### src/rtl/uart_receiving_pkg.sv
// Shared types for the UART receiver: receive state encoding.
package uart_receiving_pkg;

    typedef enum logic [2:0] {
        S_IDLE,
        S_START,
        S_DATA,
        S_STOP,
        S_BREAK
    } rx_state_t;

endpackage

### src/rtl/uart_rx_fifo.sv
// Byte FIFO with first-word fall-through head; pointers carry one extra wrap bit.
module uart_rx_fifo #(
    parameter int depth = 8
) (
    input  logic                     clk,
    input  logic                     reset,
    input  logic                     push,
    input  logic [7:0]               push_data,
    input  logic                     pop,
    output logic [7:0]               head,
    output logic                     empty,
    output logic                     full,
    output logic [$clog2(depth):0]   count
);
    localparam int AW = $clog2(depth);

    logic [7:0]  mem_reg [depth];
    logic [AW:0] wptr_reg;
    logic [AW:0] rptr_reg;
    logic        do_pop;
    logic        do_push;

    assign count   = wptr_reg - rptr_reg;
    assign empty   = (count == '0);
    assign full    = (count == (AW+1)'(depth));
    assign do_pop  = pop & ~empty;
    // A pop in the same cycle frees a slot, so a full FIFO still accepts the push.
    assign do_push = push & (~full | do_pop);
    assign head    = mem_reg[rptr_reg[AW-1:0]];

    always_ff @(posedge clk) begin
        if (reset) begin
            wptr_reg <= '0;
            rptr_reg <= '0;
            for (int i = 0; i < depth; i++) begin
                mem_reg[i] <= '0;
            end
        end else begin
            if (do_push) begin
                mem_reg[wptr_reg[AW-1:0]] <= push_data;
                wptr_reg <= wptr_reg + 1'b1;
            end
            if (do_pop) begin
                rptr_reg <= rptr_reg + 1'b1;
            end
        end
    end

endmodule

### src/rtl/uart_receiving.sv
// 8N1 UART receiver: two-flop synchroniser, oversampling receive FSM and byte FIFO.
module uart_receiving
    import uart_receiving_pkg::*;
#(
    parameter int clk_freq   = 1_000_000,
    parameter int baud_rate  = 9600,
    parameter int fifo_depth = 8
) (
    input  logic                          clk,
    input  logic                          reset,
    input  logic                          rx,
    output logic [7:0]                    data_out,
    output logic                          data_valid,
    input  logic                          data_ready,
    output logic [$clog2(fifo_depth):0]   fifo_count,
    output logic                          framing_error,
    output logic                          overrun
);
    localparam int BIT  = clk_freq / baud_rate;
    localparam int HALF = BIT / 2;
    localparam int CW   = $clog2(BIT);
    localparam logic [CW-1:0] CNT_LAST = CW'(BIT - 1);
    localparam logic [CW-1:0] CNT_HALF = CW'(HALF - 1);

    generate
        if (BIT < 4) begin : g_bit_check
            $error("uart_receiving: clk_freq/baud_rate must be at least 4");
        end
        if (fifo_depth < 2 || (fifo_depth & (fifo_depth - 1)) != 0) begin : g_depth_check
            $error("uart_receiving: fifo_depth must be a power of two, at least 2");
        end
    endgenerate

    rx_state_t     state_reg, state_next;
    logic [CW-1:0] cnt_reg, cnt_next;
    logic [2:0]    idx_reg, idx_next;
    logic [7:0]    shreg_reg, shreg_next;
    logic          rx_meta_reg, rx_s_reg;
    logic          framing_error_reg, overrun_reg;
    logic          push_req, stop_bad, pop, fifo_empty, fifo_full;

    always_ff @(posedge clk) begin
        if (reset) begin
            rx_meta_reg <= 1'b1;
            rx_s_reg    <= 1'b1;
        end else begin
            rx_meta_reg <= rx;
            rx_s_reg    <= rx_meta_reg;
        end
    end

    always_ff @(posedge clk) begin
        if (reset) begin
            state_reg <= S_IDLE;
            cnt_reg   <= '0;
            idx_reg   <= '0;
            shreg_reg <= '0;
        end else begin
            state_reg <= state_next;
            cnt_reg   <= cnt_next;
            idx_reg   <= idx_next;
            shreg_reg <= shreg_next;
        end
    end

    always_comb begin
        state_next = state_reg;
        cnt_next   = cnt_reg;
        idx_next   = idx_reg;
        shreg_next = shreg_reg;
        case (state_reg)
            S_IDLE: begin
                if (!rx_s_reg) begin
                    cnt_next   = '0;
                    state_next = S_START;
                end
            end
            S_START: begin
                cnt_next = cnt_reg + 1'b1;
                if (cnt_reg == CNT_HALF) begin
                    if (!rx_s_reg) begin
                        cnt_next   = '0;
                        idx_next   = '0;
                        state_next = S_DATA;
                    end else begin
                        state_next = S_IDLE;
                    end
                end
            end
            S_DATA: begin
                cnt_next = cnt_reg + 1'b1;
                if (cnt_reg == CNT_LAST) begin
                    shreg_next = {rx_s_reg, shreg_reg[7:1]};
                    cnt_next   = '0;
                    if (idx_reg == 3'd7) begin
                        state_next = S_STOP;
                    end else begin
                        idx_next = idx_reg + 1'b1;
                    end
                end
            end
            S_STOP: begin
                cnt_next = cnt_reg + 1'b1;
                if (cnt_reg == CNT_LAST) begin
                    cnt_next   = '0;
                    state_next = rx_s_reg ? S_IDLE : S_BREAK;
                end
            end
            S_BREAK: begin
                if (rx_s_reg) begin
                    state_next = S_IDLE;
                end
            end
            default: state_next = S_IDLE;
        endcase
    end

    always_comb begin
        push_req = 1'b0;
        stop_bad = 1'b0;
        if (state_reg == S_STOP && cnt_reg == CNT_LAST) begin
            push_req = rx_s_reg;
            stop_bad = ~rx_s_reg;
        end
    end

    assign pop = data_valid & data_ready;

    always_ff @(posedge clk) begin
        if (reset) begin
            framing_error_reg <= 1'b0;
            overrun_reg       <= 1'b0;
        end else begin
            framing_error_reg <= stop_bad;
            overrun_reg       <= push_req & fifo_full & ~pop;
        end
    end

    assign framing_error = framing_error_reg;
    assign overrun       = overrun_reg;
    assign data_valid    = ~fifo_empty;

    uart_rx_fifo #(
        .depth(fifo_depth)
    ) u_fifo (
        .clk      (clk),
        .reset    (reset),
        .push     (push_req),
        .push_data(shreg_reg),
        .pop      (pop),
        .head     (data_out),
        .empty    (fifo_empty),
        .full     (fifo_full),
        .count    (fifo_count)
    );

endmodule
### config.mk
export PLATFORM = sky130hd
export DESIGN_NAME = uart_receiving
export DESIGN_NICKNAME = d
export VERILOG_FILES = /design/src/rtl/uart_receiving_pkg.sv /design/src/rtl/uart_rx_fifo.sv /design/src/rtl/uart_receiving.sv
export SDC_FILE = /design/constraint.sdc
export NUM_CORES = 1
export LEC_CHECK = 0
export BUFFER_PORTS_ARGS = -buffer_cell sky130_fd_sc_hd__buf_4
export CORE_MARGIN = 3
export CORE_UTILIZATION = 55
export DETAILED_ROUTE_END_ITERATION = 10
export GPL_TIMING_DRIVEN = 0
export PLACE_DENSITY_LB_ADDON = 0.08
export RECOVER_POWER = 50
export SYNTH_ARGS = -nofsm -noshare
export SYNTH_HDL_FRONTEND = slang
export SYNTH_SLANG_ARGS = --single-unit
### constraint.sdc
create_clock -name clk -period 8.4 [get_ports clk]
set_clock_uncertainty 0.2 [all_clocks]
set_input_delay 0 -clock clk [delete_from_list [all_inputs] [get_ports clk]]
set_output_delay 0 -clock clk [all_outputs]
set_load 0.05 [all_outputs]
==> impl_metrics.ini, run 1 <==
[sta]
hold_violations = 0
rsz0062_at_grt = no
tightest_slew_ns = 1.38
slew_violations = 0
fmax_ghz = 0.219
finalWorstSetupSlack_ns = 3.83
setup_tns_ns = 0
fin_crit_ns = 4.57
fin_crit_sh = 0.544
finalSetupViolCount = 0
slew_headroom = 0.0725

[critical_path]
startpoint = u_fifo.wptr_reg[0]$_SDFFE_PP0P_
worstPathRequired_ns = 8.20
r2r-end = u_fifo.mem_reg[1][7]$_SDFFCE_PN0P_
r2r_start = u_fifo.wptr_reg[0]$_SDFFE_PP0P_
r2r_setup_slack_ns = 3.83
end_kind = flop
critPathLaunchType = flop
critPathKind = reg2reg
timing.critical_path.to = u_fifo.mem_reg[1][7]$_SDFFCE_PN0P_
arrival_ns = 4.37
crit_fanout = 10
rr_worst_depth = 10

[final_layout]
final_nets = 444
areaGrowthSynthToFinish_pct = 7.47
drive_gt1_frac = 0.128
largest_reg_flops = 64
design_area_um2 = 5180
diodes = 0

[routing]
drc_errors = 0
drt-initial-drc-count = 175
via_per_inst = 5.71
first_pass_iters = 4
avgRoutedWirePerCell_um = 18.0
routed_wl_um = 9760
vias = 3091
ant_nets = 0

[power]
irDropWorstVdd_mv = 0.241
swShare = 0.328
clkPwrFrac = 0.265
p_int_uw = 773
p_seq_frac = 0.479
leakage_nw = 1.77
power_density_nw_per_um2 = 222
power.net_switching_uw = 378
power_frac_comb = 0.255

[floorplanning]
rows = 33
die_w_um = 99.6
die_h_um = 99.6
io_pins = 19
start_util = 0.575
core_um2 = 8380
die_area_um2 = 9920

[clock_network]
cts_max_path_buffers = 2
cts_num_sinks = 100
numCtsBuffers = 9
clk-insertion-delay-late_ns = 0.36
root_buffer = clkbuf_8
h-tree-depth = 3
path_clk_slew_ns = 0.10
cts_tree = yes

[synthesis]
synthTopCellsByCount = edfxtp_1 (64), and2_1 (53), dfxtp_1 (36)
syn-cell-area_um2 = 4820
synth_area_leaders = edfxtp_1 (40%), dfxtp_1 (15%), mux4_2 (7.5%)
synth-main-ff-cell = edfxtp_1
synth_area_leader_cell = edfxtp_1
async_flop_share = 0
syn-instance-count = 399
yosysMostFrequentCell = edfxtp_1
yosys_warnings = 0
synth.net_count = 412
yosysSeqAreaShare = 0.548
synthDistinctLibCells = 54
synth_top_area_share = 0.399
synth.avg_cell_area_um2 = 12.1
synth_seq_cells = 100
synth_edf_count = 64

[grt]
track_usage = 0.211
grt_pass1_vias = 3076
grt_overflow = 0
grt_pass1_wl_um = 15900
antenna_found_initial = 0
grt_max_degree = 18

[place]
dpl.hpwl_um = 6920
dp_slack_ns = 4.42
post_dp_cell_area_um2 = 5090
numPortBuffers = 18
place.gp.congestion = 0.810

[run]
drv_cap = 0

[run_status]
outcome = completed

[min_path]
hold_depth = 5
hold_class = in2reg
cell usage in the layout, fill, tap and decap left out, types with 12 or more instances in the layout:
| cell type | instances |
|---|---|
| edfxtp_1 | 64 |
| and2_1 | 40 |
| dfxtp_1 | 36 |
| clkbuf_1 | 32 |
| nor2_1 | 27 |
| a21oi_1 | 21 |
| nand2_1 | 21 |
| mux4_2 | 16 |
| nand3_1 | 14 |
| and2_0 | 13 |
| inv_1 | 12 |
area by class of cell:
cell class | instances | area, um2
tap | 105 | 131
timing repair buffer | 21 | 104
fill | 719 | 3200
clock inverter | 4 | 30.0
sequential | 100 | 2640
multi-input combinational | 268 | 1990
clock buffer | 12 | 166
buffer | 18 | 68.8
inverter | 13 | 48.8
worst max-delay path, stage by stage (launching register included):
cell and delay (ns):
dfxtp_1 0.41, clkbuf_1 0.40, inv_1 0.18, ha_1 0.24
inv_1 0.07, fa_1 0.44, or4_1 0.55, o311ai_0 0.74
clkbuf_1 0.47, or2_1 0.22, o21ai_1 0.28
per-layer routing:
layer / global-route usage / vias up / part of all wire
li1: - / 1529 / -
met1: 0.268 / 1494 / 0.44
met2: 0.364 / 59 / 0.52
met3: 0.0421 / 9 / 0.036
met4: 0.0630 / 0 / 0.0098
met5: 0 / - / 0
worst min-delay path by stage:
stage,startpoint,end
4_1_cts,reset,idx_reg[0]$_SDFFE_PP0P_
2_1_floorplan,rx,rx_meta_reg$_SDFF_PP1_
6_report,reset,cnt_reg[6]$_SDFFE_PP0P_
5_1_grt,rx,rx_meta_reg$_SDFF_PP1_
3_3_place_gp,rx,rx_meta_reg$_SDFF_PP1_
3_5_place_dp,rx,rx_meta_reg$_SDFF_PP1_
what timing repair did:
item | CTS | global route
setup buffers | 0 | 0
hold buffers | 2 | 0
endpoints found under the hold margin | 8 | 0
setup endpoints to repair | 0 | 0
resized for setup | 0 | 0
stage by stage:
step / instances / power (mW) / util / hold slack, ns
3_5_place_dp: 523 / 0.889 / 0.608 / -0.00862
4_1_cts: 541 / 1.19 / 0.633 / 0.0169
5_1_grt: 541 / 1.20 / 0.618 / 0.173
2_1_floorplan: 399 / 0.806 / - / -0.0962
3_3_place_gp: 522 / 0.884 / 0.607 / -0.0108
6_report: 541 / 1.15 / 0.618 / 0.112
cells by family after synthesis:
logic type | after synthesis | synth area share
AOI/OAI and AO/OA | 56 | 0.0768
xor gates and xnor gates | 5 | 0.00909
adders and majority gates | 9 | 0.0249
buffers and inverters | 31 | 0.0262
DFF | 100 | 0.548
muxes | 29 | 0.104
and+or+nand+nor | 169 | 0.211
power groups by stage:
stage          Combinational, mW  Clock (mW)  Sequential (mW)
2_1_floorplan              0.247           0            0.559
4_1_cts                    0.327       0.307            0.552
3_3_place_gp               0.322           0            0.562
6_report                   0.294       0.305            0.552
3_5_place_dp               0.325           0            0.563
5_1_grt                    0.313       0.333            0.555
No activity file was read; power rests on OpenSTA's default activity.
==> run 2: changes to the inputs <==
Clock period 8.4 ns to 3.8 ns, I/O delays scaled along.
==> run 2 against run 1 <==
Critical path depth unchanged. Sequential power up 120%. Sequential share of layout area decreased by 1.6 points. Setup slack worse by 3.7 ns. Register-to-register slack got worse by 3.7 ns. Count of clock-buffer cells in the layout is 3 lower. Cell area grew 3.3%. Non-clock buffer count unchanged. Utilization rose by 2.0 points. First-iteration DRC count decreased by 14%. Final cell count fell by 0.18%. Clock power is 140% higher. Critical path type unchanged.
==> impl_metrics.ini, run 2 (same netlist as run 1, synthesis figures left out) <==
[run_status]
outcome = completed

[final_layout]
design_area_um2 = 5350
largest_reg_flops = 64
diodes = 0
final_nets = 444
final_cell_mix = edfxtp_1 (64), and2_1 (53), dfxtp_1 (36)
fill_cells = 665
layout_commonest_cell = edfxtp_1
areaGrowthSynthToFinish_pct = 11.0
drive_gt1_frac = 0.200

[min_path]
holdPathEnd = cnt_reg[6]$_SDFFE_PP0P_
hold_class = in2reg
hold_depth = 5
hp-start = reset

[grt]
grt_pass1_vias = 3066
antenna_found_initial = 0
grt_max_degree = 17
track_usage = 0.207
grt_pass1_wl_um = 15700
grt_overflow = 0

[clock_network]
root_buffer = clkbuf_8
cts_tree = yes
postCtsSetupBuffers = 0
path_clk_slew_ns = 0.09
cts_num_sinks = 100
h-tree-depth = 3
clk-insertion-delay-late_ns = 0.36
numCtsBuffers = 9
cts_max_path_buffers = 2

[floorplanning]
die_area_um2 = 9920
die_h_um = 99.6
core_um2 = 8380
rows = 33
io_pins = 19
die_w_um = 99.6
start_util = 0.575

[critical_path]
r2r_start = u_fifo.wptr_reg[0]$_SDFFE_PP0P_
critPathLaunchType = flop
rr_worst_depth = 10
crit_fanout = 10
end_kind = flop
critPathKind = reg2reg
r2r-end = u_fifo.mem_reg[1][5]$_SDFFCE_PN0P_
r2r_setup_slack_ns = 0.14
arrival_ns = 3.50
worstPathRequired_ns = 3.65

[place]
place.gp.congestion = 0.828
numPortBuffers = 18
post_dp_cell_area_um2 = 5100
dpl.hpwl_um = 6870
dp_slack_ns = -0.253

[sta]
fin_crit_sh = 0.962
hold_slack_ns = 0.126
finalSetupViolCount = 0
fin_crit_ns = 3.66
slew_violations = 0
hold_violations = 0
fmax_ghz = 0.274
rsz0062_at_grt = yes
finalWorstSetupSlack_ns = 0.145
slew_headroom = 0.419
tightest_slew_ns = 0.866

[routing]
avgRoutedWirePerCell_um = 17.9
drc_errors = 0
drt-initial-drc-count = 150
via_per_inst = 5.71
first_pass_iters = 4
routed_wl_um = 9690
vias = 3085
ant_nets = 0

[power]
power_density_nw_per_um2 = 499
irDropWorstVdd_mv = 0.511
leakage_nw = 1.88

[run]
drv_cap = 0
==> run 2: worst max path at each step <==
| stage | start | to | slack, ns | cells after the start |
|---|---|---|---|---|
| global route | u_fifo.wptr_reg[0]$_SDFFE_PP0P_ | u_fifo.mem_reg[4][2]$_SDFFCE_PN0P_ | -0.04 | 11 |
| detailed placement | u_fifo.wptr_reg[0]$_SDFFE_PP0P_ | u_fifo.mem_reg[6][5]$_SDFFCE_PN0P_ | -0.25 | 10 |
| floorplan | u_fifo.wptr_reg[0]$_SDFFE_PP0P_ | u_fifo.mem_reg[2][0]$_SDFFCE_PN0P_ | 0.09 | 10 |
| finish | u_fifo.wptr_reg[0]$_SDFFE_PP0P_ | u_fifo.mem_reg[1][5]$_SDFFCE_PN0P_ | 0.14 | 10 |
| global placement | u_fifo.wptr_reg[0]$_SDFFE_PP0P_ | u_fifo.mem_reg[4][5]$_SDFFCE_PN0P_ | -0.16 | 10 |
| CTS | u_fifo.wptr_reg[0]$_SDFFE_PP0P_ | u_fifo.mem_reg[7][1]$_SDFFCE_PN0P_ | 0.06 | 9 |
==> run 2: area by class of cell <==
| type | count | area, um2 | area share |
|---|---|---|---|
| flip-flops and latches | 100 | 2640 | 0.494 |
| multi-input cells | 268 | 2090 | 0.390 |
| repair buffers | 21 | 151 | 0.0283 |
| well taps | 105 | 131 | 0.0245 |
| clock buffers | 9 | 124 | 0.0231 |
| clock inverters | 6 | 87.6 | 0.0164 |
| plain buffers | 18 | 81.3 | 0.0152 |
| inverters | 13 | 48.8 | 0.00912 |
==> run 2: layer usage <==
metal / global-route usage / up-vias / part of all wire
met5: 0 / - / 0
met4: 0.0809 / 0 / 0.014
met3: 0.0295 / 13 / 0.045
met2: 0.358 / 68 / 0.51
met1: 0.264 / 1479 / 0.44
li1: - / 1525 / -
==> run 2: through the flow <==
step	setup TNS (ns)	instances	utilization	total power, mW
2_1_floorplan	0	399	-	1.79
5_1_grt	-1.12	540	0.639	2.77
6_report	0	540	0.639	2.67
3_5_place_dp	-7.63	523	0.609	1.97
3_3_place_gp	-5.08	522	0.608	1.96
4_1_cts	0	540	0.640	2.70
==> run 2: power by group <==
part           internal [mW]  switching (mW)  total [mW]
Clock                  0.370           0.366       0.736
Combinational          0.267           0.450       0.717
Sequential              1.20          0.0195        1.22
Total                   1.84           0.836        2.67
==> run 2: worst max-delay path, stage by stage, from the launching register on <==
cell and delay (ns):
dfxtp_1 0.44, clkbuf_4 0.26, inv_1 0.12, ha_1 0.22, inv_1 0.07, fa_1 0.44
or4_1 0.60, o311ai_4 0.35, buf_4 0.26, or2_1 0.21, o21ai_2 0.19
==> run 2: repair_timing <==
item | CTS | global route
gates resized for setup | 7 | 2
hold endpoints to repair | 5 | 0
setup endpoints to repair | 61 | 37
hold buffers | 2 | 0
pin swaps | 0 | 0
